`src/rtl/ahb_mem_bridge.sv`:
```
// AHB-Lite subordinate that turns each accepted transfer into one memory-controller
// request, stretching the data phase on WAIT and issuing the two-cycle ERROR response.
module ahb_mem_bridge #(
  parameter int DataWidth = 32,
  parameter int AddrWidth = 32,
  parameter int MaxWait   = 16
) (
  input  logic                 clk,
  input  logic                 reset,
  input  logic                 hsel,
  input  logic [1:0]           htrans,
  input  logic [AddrWidth-1:0] haddr,
  input  logic                 hwrite,
  input  logic [2:0]           hsize,
  input  logic [DataWidth-1:0] hwdata,
  input  logic                 hready,
  output logic                 hreadyout,
  output logic                 hresp,
  output logic [DataWidth-1:0] hrdata,
  output logic                 req,
  output logic [AddrWidth-1:0] addr,
  output logic [DataWidth-1:0] wData,
  output logic                 write,
  input  logic [1:0]           resp,
  input  logic [DataWidth-1:0] rData
);

  localparam logic [2:0] BusSize = 3'($clog2(DataWidth / 8));
  localparam int         CntW    = $clog2(MaxWait + 1);

  typedef enum logic [1:0] {S_IDLE, S_ACCESS, S_ERR1, S_ERR2} state_t;

  state_t                 r_state;
  state_t                 w_state_nxt;
  logic [CntW-1:0]        r_wait_cnt;
  logic [CntW-1:0]        w_wait_cnt_nxt;
  logic [AddrWidth-1:0]   r_addr;
  logic                   r_write;
  logic [DataWidth-1:0]   r_hrdata;
  logic                   w_accept;
  logic                   w_take;
  logic                   w_rd_done;
  state_t                 w_acc_state;
  logic                   w_unused;

  // Without byte strobes a write must cover the whole bus word.
  function automatic logic f_xfer_bad(input logic [AddrWidth-1:0] a,
                                      input logic [2:0]           sz,
                                      input logic                 wr);
    logic [AddrWidth-1:0] mask;
    mask = (AddrWidth'(1) << sz) - AddrWidth'(1);
    return ((a & mask) != '0) || (sz > BusSize) || (wr && (sz != BusSize));
  endfunction

  assign w_accept    = hsel & htrans[1] & hready;
  assign w_acc_state = f_xfer_bad(haddr, hsize, hwrite) ? S_ERR1 : S_ACCESS;
  assign w_unused    = htrans[0];

  always_comb begin
    w_state_nxt    = r_state;
    w_wait_cnt_nxt = '0;
    w_take         = 1'b0;
    w_rd_done      = 1'b0;
    hreadyout      = 1'b1;
    hresp          = 1'b0;
    req            = 1'b0;
    case (r_state)
      S_IDLE, S_ERR2: begin
        hresp       = (r_state == S_ERR2);
        w_state_nxt = S_IDLE;
        if (w_accept) begin
          w_take      = 1'b1;
          w_state_nxt = w_acc_state;
        end
      end
      S_ACCESS: begin
        req       = 1'b1;
        hreadyout = 1'b0;
        if (resp == 2'b00) begin
          hreadyout   = 1'b1;
          w_rd_done   = ~r_write;
          w_state_nxt = S_IDLE;
          if (w_accept) begin
            w_take      = 1'b1;
            w_state_nxt = w_acc_state;
          end
        end else if (resp == 2'b10) begin
          if (r_wait_cnt == CntW'(MaxWait - 1)) begin
            w_state_nxt = S_ERR1;
          end else begin
            w_wait_cnt_nxt = r_wait_cnt + 1'b1;
          end
        end else begin
          w_state_nxt = S_ERR1;
        end
      end
      S_ERR1: begin
        hresp       = 1'b1;
        hreadyout   = 1'b0;
        w_state_nxt = S_ERR2;
      end
      default: w_state_nxt = S_IDLE;
    endcase
  end

  always_ff @(posedge clk) begin
    if (reset) begin
      r_state    <= S_IDLE;
      r_wait_cnt <= '0;
      r_addr     <= '0;
      r_write    <= 1'b0;
      r_hrdata   <= '0;
    end else begin
      r_state    <= w_state_nxt;
      r_wait_cnt <= w_wait_cnt_nxt;
      if (w_take) begin
        r_addr  <= haddr;
        r_write <= hwrite;
      end
      if (w_rd_done) begin
        r_hrdata <= rData;
      end
    end
  end

  // Completing reads bypass the register so data returns in the same cycle.
  assign hrdata = w_rd_done ? rData : r_hrdata;
  assign addr   = r_addr;
  assign write  = r_write;
  assign wData  = hwdata;

endmodule

```
`config.mk`:
```
export PLATFORM = sky130hd
export DESIGN_NAME = ahb_mem_bridge
export DESIGN_NICKNAME = d
export VERILOG_FILES = /design/src/rtl/ahb_mem_bridge.sv
export SDC_FILE = /design/constraint.sdc
export NUM_CORES = 1
export LEC_CHECK = 0
export BUFFER_PORTS_ARGS = -buffer_cell sky130_fd_sc_hd__buf_2
export CORE_ASPECT_RATIO = 0.9
export CORE_MARGIN = 10
export CORE_UTILIZATION = 45
export DETAILED_ROUTE_END_ITERATION = 16
export PLACE_DENSITY = 0.88
export SETUP_SLACK_MARGIN = 0.5
export SYNTH_ARGS = -nofsm -noshare
export SYNTH_HDL_FRONTEND = slang
export SYNTH_SLANG_ARGS = --single-unit
```
`constraint.sdc`:
```
create_clock -name clk -period 2.8 [get_ports clk]
set_input_delay 0.14 -clock clk [delete_from_list [all_inputs] [get_ports clk]]
set_output_delay 0.14 -clock clk [all_outputs]
set_load 0.005 [all_outputs]
```
Word level (Yosys, flattened, before mapping):

Cells that the tools add are included.

* $add $sub $neg: 2
* multiply operators: 0
* divide/modulo/power cells: 0
* $lt $le $gt $ge: 1
* eq/ne operators: 7
* shift operators: 1
* muxes and demuxes: 16
* bitwise operators: 6
* reductions and logical operators: 8

Operators with widths (number)
* $and 32x32->32: 1
* $mux 32: 1
* $reduce_bool 32->1: 1
* $shl 1x3->32 const A: 1
* $sub 32x2->32 const B: 1
* $mux 2: 5
* $eq 2x2->1 const B: 3
* $mux 1: 6
* $pmux 1 s2: 3
* $pmux 2 s3: 1
* $add 5x1->5 const B: 1
* $eq 5x4->1 const B: 1
* $reduce_or 5->1: 1
* $logic_not 2->1: 2
* $ne 4x4->1 const B: 1
* $gt 3x2->1 const B: 1
* $ne 3x2->1 const B: 1
* $not 1->1: 3
* $and 1x1->1: 2
* $eq 2x1->1 const B: 1
* $logic_or 1x1->1: 2
* $reduce_or 2->1: 1
* $logic_and 1x1->1: 1

* flip-flop bits (word level): 72
* bits in latches: 0
* bits in writable memories: 0
* memory bits (read-only): 0
* input port bits: 108
* logic and storage cells: 46
* memories kept: 0

Longest topological paths before layout:

Gate-level depths: netlist of run 1.

* depth after elaboration: 10
* depth in mapped cells: 7

Least setup slack after synthesis of run 1:

OpenSTA, ideal clock, no wires.

* path kind: register to register
* from: reg r_state[1]
* to: reg r_hrdata[25]
* setup time: 0.128 ns
* arrival time: 1.838 ns
* setup slack: 0.834 ns
* stages on the path, launching flop included: 8
* clock period less this slack: 1.966 ns
* cells stage by stage: dfxtp_1 inv_1 ha_1 or3b_4 nor2_4 buf_6 mux2_1 nor2b_1

* longest elaborated chain between the ends: 3

RTL lines
* from (decl): line 33 `state_t r_state;`
* from (signal assigned): line 114 `r_state <= w_state_nxt;`
* $eq 2x1->1: line 67 `case (r_state)`
* $mux 1: line 67
* $mux 32
* named net hrdata[25]: line 19 `output logic [DataWidth-1:0] hrdata,`
* to (signal assigned): line 121 `r_hrdata <= rData;`
* to (decl): line 39 `logic [DataWidth-1:0] r_hrdata;`

The timed path passes the listed nets, and every way through them passes these cells.
A chain may end at the register's enable or synchronous reset.

Worst setup path after layout of run 1:

* from: reg r_state[1]
* to: out hrdata[10]

* longest elaborated chain between the ends: 3

RTL lines (line)
* $eq 2x1->1: 67
* $mux 1: 67
* $mux 32
* to (decl): 19

Every way passes these cells.

==> impl_metrics.toml, run 1 <==
[grt]
grt_busiest_layer = "met2"
antenna_found_initial = 0
grt_pass1_vias = 2758
grt_max_degree = 37
gr-usage-all-layers_pct = 16.3
grt_first_pass_wirelength_um = 13700
use_met2_pct = 30.4
met1_usage_pct = 15.3
gr-usage-met3_pct = 7.88
grt_overflow_total = 0

[synthesis]
syn_inst = 332
synth_warnings = 0
ys_seq_elements = 72
yosys.cell_types.count = 32
syn_avg_cell_area_sq_um = 9.39
syn_nets = 447
seq_area_frac_synth_pct = 46.2
syn_area_sq_um = 3120

[clocking]
cts_tree = "built"
clk_pin_slew_ns = 0.08
root_buffer = "clkbuf_8"
ctsHoldBuffers = 0
worstSkewPairLatency_ns = 0.34
clockBufferDepth = 2
htreeDepth = 3
cts.sinks = 72
numCtsBuffers = 9

[floorplanning]
die_x_um = 108
die_height_um = 99.0
core_sq_um = 6660
io_pins = 208
start_util_pct = 46.8
core.rowCount = 28
die-area_sq_um = 10700

[pwr]
intPower_uw = 1720
powerDensity_nw_per_um2 = 501
switching_share_pct = 22.0
p_seq_share_pct = 47.7
ir_drop_mv = 0.401
pwr-share-clk_pct = 44.5
p_sw_uw = 484
power_leakage_uw = 0.00200
power_frac_comb_pct = 7.8

[sta]
clock-skew-final_ns = 0.00484
slew_viol_final = 0
tightestPinTransition_ns = 0.669
setup_tns_ns = 0
rsz0062_at_grt = "true"
fin_crit_sh_pct = 83.7
setup_violations = 0
hold_viol_final = 0
slew_headroom_pct = 54.2
min_period_ns = 2.34
fmax_ghz = 0.427

[placement]
dpl.hpwl_um = 6360
io_buffers = 142
globalplace.congestion = 0.767

[critical_path]
required_ns = 2.66
path_delay_family = "buffers and inverters"
endpoint = "hrdata[10]"
cp_common_cell = "buf_12"
reg2reg_depth = 9
crit_chain = "inv_2 -> ha_4 -> or3b_4 -> nor2_4 -> buf_12 -> buf_12 -> buf_16 -> mux2_4 -> buf_6"
startpoint = "r_state[1]"
cp-end-kind = "output port"
cp_max_fo = 8
critical_path_class = "reg -> out"
cp-start-kind = "register"
arrival_ns = 2.20
reg2reg_to = "r_hrdata[5]"
worstReg2RegStart = "r_state[1]"
critPathMaxStageDelay_ns = 0.40
cp_slowest_cell = "or3b_4"
cp.depth = 9
path_buf_inv = 5
r2r_slack_ns = 0.78

[finish]
areaGrowthSynthToFinish_pct = 41.2
drive_gt1_share_pct = 47.3
layout_common_cells = "110 x buf_2, 70 x dfxtp_1, 67 x nand2_1"
fin_nets = 569
fin_util_pct = 66.1
diodes = 0
layout_commonest_cell = "buf_2"

[routing]
drtPass1Iterations = 6
drt_iter0_drc = 80
wl_per_cell_um = 16.8
antenna_left = 0
drc_errors = 0
vias = 2662
viasPerCell = 4.85
routed_wirelength_um = 9230

[worst_hold_path]
min_path_type = "in -> reg"

[status]
outcome = "completed"

[flow_run]
drv_cap = 0
## worst register-to-register path: stages (launching register included)
cell,delay (ns)
dfxtp_2,0.33
inv_2,0.07
ha_4,0.13
or3b_4,0.40
nor2_4,0.11
buf_12,0.14
buf_12,0.14
mux2_4,0.32
buf_4,0.13
nor2b_1,0.12
## power groups by stage
stage               combinational [uW]  sequential (uW)  clock [uW]
CTS                                169             1050        1010
detailed placement                 158             1070           0
global placement                   154             1070           0
finish                             172             1050         981
global route                       191             1050        1040
floorplan                          106             1080           0
## worst min-delay path by stage
stage	slack (ns)	cells past startpoint	to	startpoint
after floorplan	0.28	2	addr[0]	haddr[0]
after global routing	0.01	3	addr[30]	haddr[30]
after detailed placement	0.28	0	wData[0]	hwdata[0]
final	0.03	3	addr[17]	haddr[17]
after CTS	0.01	3	addr[17]	haddr[17]
after global placement	0.28	0	wData[0]	hwdata[0]
## cell families after synthesis
| kind of cell | after synthesis | share of synthesized area (%) |
|---|---|---|
| adders and majority gates | 7 | 2.81 |
| muxes | 32 | 11.6 |
| and+or+nand+nor | 118 | 18.1 |
| DFF | 72 | 46.2 |
| xor gates and xnor gates | 2 | 0.562 |
| AOI/OAI and AO/OA | 46 | 8.67 |
| buffers and inverters | 55 | 12.0 |
## timing repair
item / CTS / global route
pin swaps: 2 / 2
gates resized for setup: 52 / 25
gates cloned: 3 / 0
setup endpoints to repair: 32 / 32
endpoints found under the hold margin: 0 / 0
setup buffers: 6 / 4
## layer usage
| layer | up-vias | wire length (um) |
|---|---|---|
| met5 | - | 0 |
| met4 | 0 | 144 |
| met3 | 22 | 746 |
| met2 | 94 | 5010 |
| met1 | 1248 | 3330 |
| li1 | 1298 | - |
## state kept, by name, indices dropped and copies added (netlist names)
name	count
r_hrdata	32
r_state	2
r_wait_cnt	5
addr	32
write	1
## cells in the mapped netlist
library cell  instances  area, sq um
a2111oi_0             1         8.76
a211o_1               1         8.76
a211oi_1              1         7.51
a211oi_4              1         20.0
a21oi_1              35          175
a32oi_1               1         8.76
and3_1                3         18.8
buf_2                 3         15.0
buf_4                32          240
buf_6                 6         67.6
clkbuf_1              8         30.0
dfxtp_1              72         1440
ha_1                  7         87.6
inv_1                 5         18.8
inv_2                 1         3.75
mux2_1               32          360
nand2_1              67          251
nand3_1               3         15.0
nand4bb_1             1         11.3
nor2_1                7         26.3
nor2_4                1         11.3
nor2b_1              33          206
o21a_1                1         7.51
o21ai_0               1         5.00
o22ai_1               2         12.5
o31a_1                1         8.76
o31ai_1               1         7.51
or2_1                 1         6.26
or2_2                 1         6.26
or3b_4                1         11.3
xnor2_1               1         8.76
xor2_1                1         8.76
## cell type report
| class | instances | area (sq um) |
|---|---|---|
| fillers | 545 | 2260 |
| flip-flops and latches | 72 | 1450 |
| multi-input cells | 205 | 1430 |
| repair buffers | 160 | 1140 |
| clock buffers | 9 | 124 |
| clock inverters | 7 | 119 |
| well taps | 90 | 113 |
| inverters | 6 | 22.5 |
## through the flow
stage / power (uW) / instances / setup slack [ns] / hold slack (ns) / cell area [sq um]
floorplan: 1180 / 332 / 0.834 / 0.276 / 3120
global placement: 1230 / 520 / 0.601 / 0.280 / 3620
detailed placement: 1230 / 520 / 0.528 / 0.280 / 3620
CTS: 2230 / 545 / 0.431 / 0.0124 / 4220
global route: 2290 / 549 / 0.385 / 0.0138 / 4400
finish: 2200 / 549 / 0.456 / 0.0266 / 4400
Note: power is estimated with default switching activity, not from simulation.
==> inputs of run 2 (changes only) <==
- CORE_UTILIZATION: 45 -> 38
- PLACE_DENSITY: 0.88 -> 0.8
- clock period: 2.8 -> 1.9 ns (I/O delays scaled with it)
==> run 2 against run 1 <==
Against the previous run: the run now ends with negative setup slack left; hold slack got worse by 0.016 ns; worst setup slack worse by 0.76 ns; power is 44% higher; first-iteration DRC count rose by 15%; clock skew increased by 0.0091 ns; clock-buffer cell count up 3; global-route usage fell by 0.21 points; register-to-register slack worse by 0.84 ns; sequential power grew 48%; clock power up 25%; routed wire length rose by 18%; cell area up 16%.
==> impl_metrics.toml, run 2 (synthesis gave the netlist of run 1 again) <==
[status]
outcome = "complete, but fails checks"
violations = "negative setup slack"

[pwr]
switching_share_pct = 24.5
power_frac_comb_pct = 12.1
power_leakage_uw = 0.00221
p_total_uw = 3170
p_sw_uw = 776
intPower_uw = 2390
pwr-share-clk_pct = 38.9
ir_drop_mv = 0.364
powerDensity_nw_per_um2 = 622
p_seq_share_pct = 49.0

[routing]
viasPerCell = 4.78
drc_errors = 0
drt_iter0_drc = 92
drtPass1Iterations = 4
vias = 2870
antenna_left = 0
routed_wirelength_um = 10800
wl_per_cell_um = 18.1

[critical_path]
arrival_ns = 2.11
cp-start-kind = "register"
required_ns = 1.80
cp_max_fo = 5
critical_path_class = "reg -> out"
cp-end-kind = "output port"

[clocking]
cts.sinks = 72
worstSkewPairLatency_ns = 0.35
numCtsBuffers = 9
root_buffer = "clkbuf_8"
clockBufferDepth = 2
htreeDepth = 3
cts_tree = "built"
clk_pin_slew_ns = 0.07

[grt]
grt_overflow_total = 0
grt_max_degree = 35
antenna_found_initial = 0
grt_first_pass_wirelength_um = 15500
grt_pass1_vias = 3132
gr-usage-all-layers_pct = 16.0

[finish]
multiInputGateArea_sq_um = 1720
diodes = 0
fin_nets = 612
drive_gt1_share_pct = 56.2
layout_common_cells = "120 x buf_2, 68 x dfxtp_1, 66 x nand2_1"
fin_util_pct = 63.4
layout_commonest_cell = "buf_2"
areaGrowthSynthToFinish_pct = 63.4
fillers = 587
seqCellArea_sq_um = 1450

[floorplanning]
core.rowCount = 31
start_util_pct = 38.8
io_pins = 208
core_sq_um = 8030
die-area_sq_um = 12200
die_height_um = 106
die_x_um = 115

[sta]
fmax_ghz = 0.453
slew_headroom_pct = 55.9
tightestPinTransition_ns = 0.661
setup_tns_ns = -9.29
clock-skew-final_ns = 0.0140
rsz0062_at_grt = "true"
fin_crit_sh_pct = 116
setup_ws_ns = -0.308
min_period_ns = 2.21
hold_viol_final = 0
hold_ws_ns = 0.0102
slew_viol_final = 0
setup_violations = 47

[placement]
dp_slack_ns = -0.0486
dpl.hpwl_um = 6830
io_buffers = 142
globalplace.congestion = 0.807

[worst_hold_path]
min_path_type = "in -> reg"

[flow_run]
drv_cap = 0
## run 2: cell types whose count changed in the layout (fill, tap and decap cells not counted), moves of 3 or more
cell,change
a21oi_1,-20
a21oi_2,+20
buf_2,+10
buf_4,+4
dfxtp_2,+3
dlygate4sd3_1,+27
ha_1,-5
ha_4,+5
nor2_1,-3
nor2_2,+3
nor2b_1,-13
nor2b_4,+13
## run 2: power groups by stage
stage	combinational, uW	clock, uW	sequential, uW
6_report	384	1230	1550
5_1_grt	416	1320	1550
4_1_cts	348	1270	1550
3_5_place_dp	262	0	1580
3_3_place_gp	251	0	1580
2_1_floorplan	166	0	1590
## run 2: through the flow
| stage | cells | area [sq um] |
|---|---|---|
| floorplan | 332 | 3270 |
| global placement | 538 | 3870 |
| detailed placement | 538 | 3870 |
| CTS | 596 | 4750 |
| global route | 601 | 5090 |
| finish | 601 | 5090 |
## run 2: path summary, 6_finish.rpt
check | slack (ns) | startpoint | depth (start not counted) | to
min reg2reg | 0.46 | addr[31] | 2 | addr[31]
max | -0.31 | r_state[1] | 8 | hrdata[15]
min | 0.01 | haddr[31] | 3 | addr[31]
max reg2reg | -0.06 | r_state[1] | 9 | addr[23]
## run 2: area by class of cell
class / instances / share of cell area [%]
Tap cell: 99 / 2.43
Timing Repair Buffer: 203 / 30.9
Clock buffer: 12 / 2.85
Sequential cell: 72 / 28.4
Inverter: 6 / 0.541
Clock inverter: 4 / 1.06
Multi-Input combinational cell: 205 / 33.8
## run 2: what timing repair did
| item | in CTS | in global routing |
|---|---|---|
| gates resized for setup | 40 | 58 |
| pin swaps | 7 | 2 |
| gates cloned | 4 | 2 |
| endpoints found under the setup margin | 106 | 106 |
| setup buffers | 12 | 2 |
| hold buffers | 26 | 1 |
| hold endpoints to repair | 26 | 1 |
## run 2: worst max-delay path: stages (launching register included)
cell     delay, ns
dfxtp_2       0.32
inv_2         0.06
ha_4          0.12
or3b_4        0.39
nor2_4        0.15
buf_6         0.17
buf_16        0.13
mux2_4        0.32
buf_6         0.12
## run 2: layer usage
| layer | up-vias | GRT usage [%] | wire [um] |
|---|---|---|---|
| met1 | 1327 | 16.1 | 4230 |
| li1 | 1382 | - | - |
| met4 | 0 | 6.06 | 206 |
| met3 | 23 | 11.0 | 1510 |
| met5 | - | 0 | 0 |
| met2 | 138 | 25.7 | 4900 |
==> inputs of run 3 (changes only) <==
- GPL_TIMING_DRIVEN: not set -> 1
- MAX_ROUTING_LAYER: not set -> met4
==> run 3 against run 2 <==
Against the previous run: the run still ends with negative setup slack left; clock power barely moved; core utilization fell by 0.12 points; register-to-register slack barely moved; flip-flop and latch count did not move; sequential share of layout area rose by 0.056 points; cell count fell by 0.17%; non-clock buffer count fell by 1.
==> impl_metrics.toml, run 3 (synthesis gave the netlist of run 1 again) <==
[status]
outcome = "complete, but fails checks"
violations = "negative setup slack"

[pwr]
p_sw_uw = 772
pwr-share-clk_pct = 38.9
power_frac_comb_pct = 12.1
switching_share_pct = 24.4
power_leakage_uw = 0.00220
ir_drop_mv = 0.361
powerDensity_nw_per_um2 = 622
intPower_uw = 2390
p_seq_share_pct = 49.0

[routing]
drtPass1Iterations = 4
drt_iter0_drc = 103
drc_errors = 0
viasPerCell = 4.85
vias = 2908
routed_wirelength_um = 10800
antenna_left = 0
wl_per_cell_um = 18.0

[critical_path]
cp_common_cell = "buf_6"
required_ns = 1.80
arrival_ns = 2.11
cp_slowest_cell = "or3b_4"
cp-end-kind = "output port"
cp-start-kind = "register"
critPathMaxStageDelay_ns = 0.39
crit_chain = "inv_2 -> ha_4 -> or3b_4 -> nor2_4 -> buf_6 -> buf_16 -> mux2_4 -> buf_6"
cp_max_fo = 5
critical_path_class = "reg -> out"

[sta]
tightestPinTransition_ns = 0.665
rsz0062_at_grt = "true"
clock-skew-final_ns = 0.0113
setup_violations = 48
hold_viol_final = 0
fin_crit_sh_pct = 116
fmax_ghz = 0.453
setup_ws_ns = -0.310
slew_viol_final = 0
hold_ws_ns = 0.00522
min_period_ns = 2.21
slew_headroom_pct = 55.7

[clocking]
numCtsBuffers = 9
cts_tree = "built"
cts.sinks = 72
clk_pin_slew_ns = 0.07
clockBufferDepth = 2
root_buffer = "clkbuf_8"
worstSkewPairLatency_ns = 0.35
htreeDepth = 3

[placement]
place_area_sq_um = 3870
dpl.hpwl_um = 6830
io_buffers = 142
place_inst = 538
dp_slack_ns = -0.0486
globalplace.congestion = 0.819

[floorplanning]
core_sq_um = 8030
core.rowCount = 31
io_pins = 208
start_util_pct = 38.8
die_height_um = 106
die-area_sq_um = 12200
die_x_um = 115

[finish]
areaGrowthSynthToFinish_pct = 63.1
fin_util_pct = 63.3
layout_commonest_cell = "buf_2"
fin_area_sq_um = 5080
layout_common_cells = "120 x buf_2, 68 x dfxtp_1, 66 x nand2_1"
finalNonFillerCells = 600
fin_nets = 611
diodes = 0
drive_gt1_share_pct = 56.3

[grt]
antenna_found_initial = 0
gr-usage-all-layers_pct = 16.5
grt_max_degree = 35
grt_first_pass_wirelength_um = 15500
grt_overflow_total = 0
grt_pass1_vias = 3153

[flow_run]
drv_cap = 0

[worst_hold_path]
min_path_type = "in -> reg"
-- run 3: cell types whose count changed in the layout (fill, tap and decap cells not counted) --
cell / before / now
dlygate4sd3_1: 27 / 26
-- run 3: final cells by class --
class / instances / area [sq um]
fillers: 588 / 2950
multi-input cells: 205 / 1720
repair buffers: 202 / 1560
flip-flops and latches: 72 / 1450
clock buffers: 12 / 145
well taps: 99 / 124
clock inverters: 4 / 53.8
inverters: 6 / 27.5
-- run 3: layer usage --
metal / GRT usage (%) / routed length (um)
met5: - / 0
met2: 25.7 / 4850
met3: 7.59 / 1140
met4: 7.41 / 291
met1: 17.5 / 4510
-- run 3: repair_timing --
item                                    CTS  global route
setup buffers                            12             2
endpoints found under the hold margin    26             0
gates resized for setup                  40            58
endpoints found under the setup margin  106           106
pin swaps                                 7             2
hold buffers                             26             0
cloned                                    4             2
-- run 3: path summary, 6_finish.rpt --
path | startpoint | endpoint | slack [ns] | cells past startpoint
hold reg to reg | addr[31] | addr[31] | 0.46 | 2
setup / recovery | r_state[1] | hrdata[1] | -0.31 | 8
setup reg to reg | r_state[1] | addr[23] | -0.07 | 9
hold / removal | haddr[8] | addr[8] | 0.005 | 3
-- run 3: critical path: cells and delay by family (launching register included) --
kind	cells	cell delay, ns
buffers and inverters	4	0.48
DFF	1	0.32
muxes	1	0.31
adders and majority gates	1	0.12
and+or+nand+nor	2	0.54
-- run 3: power by group through the flow --
stage	registers (uW)	clock network [uW]	logic, uW
final	1550	1230	383
after global routing	1550	1310	414
after CTS	1550	1270	348
after detailed placement	1580	0	262
after global placement	1580	0	251
after floorplan	1590	0	166
-- run 3: stage by stage --
| step | total power [uW] | setup TNS (ns) |
|---|---|---|
| 2_1_floorplan | 1750 | 0 |
| 3_3_place_gp | 1830 | -0.0380 |
| 3_5_place_dp | 1850 | -0.641 |
| 4_1_cts | 3160 | -9.98 |
| 5_1_grt | 3280 | -14.24 |
| 6_report | 3160 | -9.36 |
